`src/rtl/dispatch_stage_buffer_pkg.sv`:
```
// Shared types for the ID/EX dispatch buffer: side-unit indices and the decoded-instruction payload.
package dispatch_stage_buffer_pkg;

  localparam int UNIT_MUL       = 0;
  localparam int UNIT_DIV       = 1;
  localparam int UNIT_FPU       = 2;
  localparam int NUM_EXEC_UNITS = 3;

  // 256-bit packed payload carried from decode/reg-read into EX
  typedef struct packed {
    logic [31:0] pc;
    logic [31:0] ir;
    logic [31:0] imm;
    logic [63:0] rs1_val;
    logic [63:0] rs2_val;
    logic [15:0] op;
    logic [15:0] flags;
  } decoded_inst_t;

endpackage

```
`src/rtl/dispatch_stage_buffer_slot.sv`:
```
// One buffer entry: payload, side-unit pending mask and valid bit, with load, clear and per-unit retire.
module skid_slot
  import dispatch_stage_buffer_pkg::*;
#(
  parameter int DATA_WIDTH = $bits(decoded_inst_t),
  parameter int NUM_UNITS  = NUM_EXEC_UNITS
) (
  input  logic                  clk,
  input  logic                  reset,
  input  logic                  load,
  input  logic                  clear,
  input  logic [NUM_UNITS-1:0]  unit_clear,
  input  logic [DATA_WIDTH-1:0] data_in,
  input  logic [NUM_UNITS-1:0]  unit_sel_in,
  output logic                  valid,
  output logic [DATA_WIDTH-1:0] data,
  output logic [NUM_UNITS-1:0]  unit_valid
);

  // load wins over clear so a retire and a refill in one cycle keep the new entry
  always_ff @(posedge clk or posedge reset) begin
    if (reset) begin
      valid      <= 1'b0;
      data       <= '0;
      unit_valid <= '0;
    end else if (load) begin
      valid      <= 1'b1;
      data       <= data_in;
      unit_valid <= unit_sel_in;
    end else if (clear) begin
      valid      <= 1'b0;
      data       <= '0;
      unit_valid <= '0;
    end else begin
      unit_valid <= unit_valid & ~unit_clear;
    end
  end

endmodule

```
`src/rtl/dispatch_stage_buffer.sv`:
```
// ID/EX stage register: output slot plus skid slot, fanning each entry out to the side execution units.
module dispatch_stage_buffer
  import dispatch_stage_buffer_pkg::*;
#(
  parameter int DATA_WIDTH = $bits(decoded_inst_t),
  parameter int NUM_UNITS  = NUM_EXEC_UNITS
) (
  input  logic                  clk,
  input  logic                  reset,
  input  logic                  flush,
  input  logic                  valid_in,
  output logic                  ready_out,
  input  logic [DATA_WIDTH-1:0] data_in,
  input  logic [NUM_UNITS-1:0]  unit_sel_in,
  output logic                  valid_out,
  input  logic                  ready_in,
  output logic [DATA_WIDTH-1:0] data_out,
  output logic [NUM_UNITS-1:0]  unit_valid_out,
  input  logic [NUM_UNITS-1:0]  unit_ready_in,
  output logic [1:0]            occupancy
);

  logic                  skid_valid;
  logic [DATA_WIDTH-1:0] skid_data;
  logic [NUM_UNITS-1:0]  skid_units;
  logic [NUM_UNITS-1:0]  unit_done;
  logic                  in_fire, out_fire;
  logic                  out_load, out_clear, skid_load, skid_clear;
  logic [DATA_WIDTH-1:0] out_data_nxt;
  logic [NUM_UNITS-1:0]  out_sel_nxt;

  // ready_out comes straight off the skid valid flop, so ready_in never reaches it
  assign ready_out = ~skid_valid;
  assign in_fire   = valid_in & ready_out & ~flush;
  assign unit_done = ~unit_valid_out | unit_ready_in;
  assign out_fire  = valid_out & ready_in & (&unit_done);

  assign out_load     = ~flush & ((out_fire & (skid_valid | in_fire)) | (~valid_out & in_fire));
  assign out_clear    = flush | out_fire;
  assign out_data_nxt = skid_valid ? skid_data  : data_in;
  assign out_sel_nxt  = skid_valid ? skid_units : unit_sel_in;

  // skid only catches an entry when the output slot is stuck this cycle
  assign skid_load  = in_fire & valid_out & ~out_fire;
  assign skid_clear = flush | out_fire;

  skid_slot #(.DATA_WIDTH(DATA_WIDTH), .NUM_UNITS(NUM_UNITS)) u_out_slot (
    .clk         (clk),
    .reset       (reset),
    .load        (out_load),
    .clear       (out_clear),
    .unit_clear  (unit_ready_in),
    .data_in     (out_data_nxt),
    .unit_sel_in (out_sel_nxt),
    .valid       (valid_out),
    .data        (data_out),
    .unit_valid  (unit_valid_out)
  );

  skid_slot #(.DATA_WIDTH(DATA_WIDTH), .NUM_UNITS(NUM_UNITS)) u_skid_slot (
    .clk         (clk),
    .reset       (reset),
    .load        (skid_load),
    .clear       (skid_clear),
    .unit_clear  ('0),
    .data_in     (data_in),
    .unit_sel_in (unit_sel_in),
    .valid       (skid_valid),
    .data        (skid_data),
    .unit_valid  (skid_units)
  );

  always_ff @(posedge clk or posedge reset) begin
    if (reset) begin
      occupancy <= 2'd0;
    end else if (flush) begin
      occupancy <= 2'd0;
    end else begin
      case ({in_fire, out_fire})
        2'b10:   occupancy <= occupancy + 2'd1;
        2'b01:   occupancy <= occupancy - 2'd1;
        default: occupancy <= occupancy;
      endcase
    end
  end

endmodule

```
`config.mk`:
```
export PLATFORM = sky130hd
export DESIGN_NAME = dispatch_stage_buffer
export DESIGN_NICKNAME = d
export VERILOG_FILES = /design/src/rtl/dispatch_stage_buffer_pkg.sv /design/src/rtl/dispatch_stage_buffer_slot.sv /design/src/rtl/dispatch_stage_buffer.sv
export SDC_FILE = /design/constraint.sdc
export NUM_CORES = 1
export LEC_CHECK = 0
export CAP_MARGIN = 0
export CORE_MARGIN = 3
export CORE_UTILIZATION = 40
export DETAILED_ROUTE_END_ITERATION = 8
export PLACE_DENSITY = 0.75
export SYNTH_ARGS = -nofsm -noshare
export SYNTH_HDL_FRONTEND = slang
export SYNTH_SLANG_ARGS = --single-unit
```
`constraint.sdc`:
```
create_clock -name clk -period 29.7 [get_ports clk]
set_clock_uncertainty 0.1 [all_clocks]
set_input_delay 5.94 -clock clk [delete_from_list [all_inputs] [get_ports clk]]
set_output_delay 5.94 -clock clk [all_outputs]
set_load 0.05 [all_outputs]
```
==> results.cfg, run 1 <==
[routing]
postRouteAntennaNets = 0
finalWirelength_mm = 65.84
drtIter0Drc = 1268
drcViolationCount = 0
routedWlPerCell_um = 20.27
vias_per_cell = 5.374
drt_first_pass_iters = 5
num_vias = 17460

[cts]
clk_latency_ns = 0.58
cts_buffers = 54
ctsRootBufferMaster = clkbuf_16
cts_tree = done
clock_sinks = 522
clockBufferDepth = 3
cts.htree.levels = 2
cts_resized = 0
postCtsSetupBuffers = 0
cts_hold_buffers = 0
cts.reportedPaths.clkPinSlew_ns = 0.06

[timing]
fmax_mhz = 109.2
setup_viol = 0
maxSlewViolCount = 0
period_needed_ns = 9.159
rsz0062_at_grt = no
maxSlewHeadroom_pct = 20.88
finalHoldViolations = 0
worst_slew_pin_slew_ns = 1.187
period_share_pct = 30.84
tns_ns = 0

[min_path]
hold_path_depth = 1
min_to = u_out_slot.data[123]
hold_class = reg -> reg
hold_path_startpoint = u_out_slot.data[123]

[critical_path]
endpoint_kind = asynchronous set/reset pin
cp.arrival_ns = 9.54
cp-start-kind = primary input
reg2regPathDepth = 5
crit_type = in -> async
r2r_start = u_skid_slot.valid
rrSetupSlack_ns = 25.78
critical_path.max_fanout = 107
regToRegEndpoint = u_skid_slot.data[136]
cp.required_ns = 30.08

[grt]
grtUsageMet2_pct = 35.55
grt_max_degree = 192
overflow = 0
gr-usage-met1_pct = 28.07
grt_pass1_vias = 17910
antenna_found_initial = 11
grt_pass1_wl_mm = 103.3
top_usage_layer = met2
grt_use_met3_pct = 5.173
gr-usage-all-layers_pct = 21.79

[die]
dieArea_sq_um = 58360
fp-row-count = 85
die_y_um = 241.6
core_area_sq_um = 54350
die-width_um = 241.6
ios = 530
start_util_pct = 40.85

[finish]
layout_common_cells = 529 x clkdlybuf4s50_1, 521 x dfrtp_1, 520 x nand2_1
drive_above_1_share_pct = 4.878
utilization_pct = 54.74
final_common_cell = clkdlybuf4s50_1
fin_area_sq_um = 29750
fin_cells = 3248
area_growth_syn_to_layout_pct = 34.01
finalNetCount = 2723

[yosys]
synth.distinct_cells = 24
synth_nets = 2287
synth_area_per_cell_sq_um = 10.99
ys_ff_latch = 522
seq_area_frac_synth_pct = 58.84
synth_cells = 2020
synth_area_sq_um = 22200
yosysWarnings = 0

[place]
place.gp.congestion = 0.7921
place_inst = 3139
io_buffers = 529
dpl-instance-area_sq_um = 27850
hpwlAfterDp_mm = 40.62

[power]
powerDensity_nw_per_um2 = 70.07
p_total_mw = 2.084
p_leak_nw = 11.90
ir_drop_v = 0.00004294

[status]
outcome = completed

[run]
max_cap_violations = 0
==> sequential cells by signal (all words and copies together) (netlist names) <==
signal,flops
u_skid_slot.valid,1
u_out_slot.valid,1
u_out_slot.data,256
u_skid_slot.unit_valid,3
occupancy,2
u_out_slot.unit_valid,3
u_skid_slot.data,256
==> worst max-delay path by stage <==
stage / cells past startpoint / start / slack [ns] / end
after detailed placement: 5 / reset / 19.74 / u_skid_slot.valid
after floorplan: 1 / reset / 9.08 / occupancy[0]
after CTS: 5 / reset / 20.40 / u_skid_slot.valid
after global placement: 5 / reset / 19.86 / u_skid_slot.valid
after global routing: 5 / reset / 19.97 / u_skid_slot.valid
final: 5 / reset / 20.54 / u_skid_slot.valid
==> cell type report <==
cell class,instances,area [sq um]
fill,4570,24600
sequential,522,13070
multi-input combinational,1322,8338
timing repair buffer,551,5498
clock buffer,81,1634
tap,739,924.6
clock inverter,20,241.5
inverter,5,26.28
antenna,8,20.02
==> logic make-up after synthesis <==
kind of cell    count (synthesis)  synth area share, %
compound gates                527                16.42
mux                           259                11.68
simple gates                  534                9.215
flops                         522                58.84
xor+xnor                        2              0.07892
buf+inv                       176                3.765
==> where the power goes <==
part / switching [mW] / internal (mW)
registers: 0.0511 / 0.781
logic: 0.361 / 0.184
clock network: 0.284 / 0.423
==> Yosys cell counts <==
cell type    n  area, sq um
nand2b_1     2        12.51
inv_1        5        18.77
buf_4       10        75.07
a21oi_4      1        16.27
dfrtp_1    522        13060
nand2_1    521         1956
o21bai_1     1        7.510
nor2b_2      1        8.760
xnor2_1      2        17.52
nor4_4       1        21.27
o21ai_0      2        10.01
mux2i_1    259         2592
nor2_1       4        15.01
o2bb2ai_1  259         2268
nor2b_1      2        12.51
buf_1       13        48.80
a21oi_1    262         1311
o221ai_2     1        15.01
nor4_1       2        12.51
o41ai_2      1        16.27
buf_6        7        78.83
clkbuf_1    73        274.0
buf_2       68        340.3
and2b_1      1        7.510
==> metrics by stage <==
| step | hold slack [ns] | setup slack [ns] |
|---|---|---|
| 3_5_place_dp | 0.3731 | 19.74 |
| 6_report | 0.3869 | 20.54 |
| 3_3_place_gp | 0.3707 | 19.86 |
| 4_1_cts | 0.3909 | 20.40 |
| 5_1_grt | 0.3981 | 19.97 |
| 2_1_floorplan | 0.4010 | 9.077 |
==> worst max-delay path, stage by stage <==
cell and delay (ns):
clkdlybuf4s50_1 0.50, inv_8 0.53, buf_4 0.74, buf_4 0.78, buf_4 0.85
==> metal layers <==
layer / part of all wire (%) / vias up
li1: - / 7930
met1: 41 / 8791
met2: 49 / 615
met3: 6.9 / 116
met4: 3.2 / 4
met5: 0.030 / -
(Power assumes the default switching activity.)
==> inputs of run 2 (changes only) <==
==> constraint.sdc (replaced) <==
create_clock -name clk -period 9.5 [get_ports clk]
set_clock_uncertainty 0.1 [all_clocks]
set_input_delay 1.9 -clock clk [delete_from_list [all_inputs] [get_ports clk]]
set_output_delay 1.9 -clock clk [all_outputs]
set_load 0.05 [all_outputs]
==> run 2 against run 1 <==
  * Critical path depth decreased by 2
  * Wire length rose by 0.56%
  * Sequential cell count stayed put
==> results.cfg, run 2 (synthesis gave the netlist of run 1 again) <==
[power]
p_leak_nw = 11.90
powerDensity_nw_per_um2 = 218.3
p_total_mw = 6.492
ir_drop_v = 0.0001360

[routing]
wl_met2_mm = 32.74
drtIter0Drc = 1068
postRouteAntennaNets = 0
finalWirelength_mm = 66.20
vias_per_cell = 5.410
routed.top_layer = met5
drt_first_pass_iters = 5
met1_length_mm = 26.53
num_vias = 17560
wl_met3_mm = 4.744
routedWlPerCell_um = 20.40
drcViolationCount = 0

[die]
die_y_um = 241.6
dieArea_sq_um = 58360
fp-row-count = 85
die-width_um = 241.6
ios = 530
start_util_pct = 40.85
core_area_sq_um = 54350

[cts]
cts_resized = 0
cts_buffers = 54
ctsRootBufferMaster = clkbuf_16
cts.htree.levels = 2
postCtsSetupBuffers = 0
cts.reportedPaths.clkPinSlew_ns = 0.06
cts_tree = done
clk_latency_ns = 0.57
clockBufferDepth = 3
cts_hold_buffers = 0
clock_sinks = 522

[timing]
maxSlewViolCount = 0
period_needed_ns = 5.377
setup_viol = 0
worst_slew_pin_slew_ns = 1.123
period_share_pct = 56.60
hold_slack_ns = 0.3874
fmax_mhz = 186.0
finalHoldViolations = 0
maxSlewHeadroom_pct = 25.16
tns_ns = 0
rsz0062_at_grt = no

[min_path]
hold_class = reg -> reg
hold_path_startpoint = u_out_slot.data[14]
hold_path_depth = 1
min_to = u_out_slot.data[14]

[finish]
area_growth_syn_to_layout_pct = 33.98
final_common_cell = clkdlybuf4s50_1
fin_area_sq_um = 29740
utilization_pct = 54.73
drive_above_1_share_pct = 4.560
layout_common_cells = 529 x clkdlybuf4s50_1, 521 x dfrtp_1, 520 x nand2_1
nFillCells = 4611
top_regs = u_out_slot.data: 256 flops, u_skid_slot.data: 256 flops
finalNetCount = 2724

[critical_path]
max_stage_delay_ns = 1.10
regToRegEndpoint = u_out_slot.data[94]
critical_path.slowest_cell = dfrtp_4
cp.required_ns = 7.50
cp.arrival_ns = 3.38
setup.worst_path.start = u_skid_slot.valid
reg2regPathDepth = 5
r2r_start = u_skid_slot.valid
rrSetupSlack_ns = 5.71
critical_path.max_fanout = 111
crit_type = reg -> out
cp_cell_sequence = buf_12 > inv_1 > clkdlybuf4s50_1
endpoint_kind = primary output
cp-start-kind = flip-flop

[grt]
grt_pass1_wl_mm = 104.7
grt_pass1_vias = 18240
antenna_found_initial = 8
grt_max_degree = 187
overflow = 0
gr-usage-all-layers_pct = 21.97

[status]
outcome = completed

[run]
max_cap_violations = 0

[place]
hpwlAfterDp_mm = 41.35
place.gp.congestion = 0.7969
io_buffers = 529
dpl-instance-area_sq_um = 27890
==> run 2: cell types whose count changed in the layout (fill, tap and decap cells not counted), moves of 2 or more <==
cell | previous run | this run
clkbuf_1 | 10 | 17
clkbuf_8 | 16 | 10
buf_12 | 3 | 6
buf_4 | 19 | 17
clkbuf_16 | 55 | 57
clkinvlp_4 | 5 | 3
diode_2 | 8 | 6
==> run 2: where the power goes <==
part | internal (mW) | switching [mW] | total (mW)
Clock | 1.31 | 0.870 | 2.18
Sequential | 2.44 | 0.168 | 2.61
Combinational | 0.577 | 1.13 | 1.70
==> run 2: worst max path at each step <==
stage	depth (start not counted)	to	slack [ns]
6_report	3	ready_out	4.12
2_1_floorplan	1	occupancy[0]	0.41
4_1_cts	3	ready_out	4.14
5_1_grt	3	ready_out	4.01
3_3_place_gp	6	u_skid_slot.data[50]	4.46
3_5_place_dp	6	u_skid_slot.data[61]	4.37
==> run 2: layout make-up <==
type,count,area [sq um],area share (%)
inverter,5,22.52,0.07572
multi-input combinational,1322,8338,28.03
timing repair buffer,552,5543,18.64
antenna,6,15.01,0.05048
clock buffer,84,1628,5.473
tap,739,924.6,3.109
sequential,522,13070,43.93
clock inverter,15,205.2,0.6899
==> run 2: worst max-delay path: cells and delay by family (launching register included) <==
family	cells	cell delay, ns
DFF	1	1.10
buffers and inverters	3	1.45
==> run 2: through the flow <==
stage	instances	setup slack (ns)
after floorplan	2020	0.4078
after global routing	3241	4.011
after CTS	3239	4.137
after global placement	3140	4.461
final	3245	4.123
after detailed placement	3140	4.375
==> run 2: layer usage <==
metal  vias to the layer above  GRT usage [%]
li1                       7939              -
met4                         2          7.862
met2                       582          36.64
met1                      8903          27.94
met3                       131          5.362
met5                         -              0
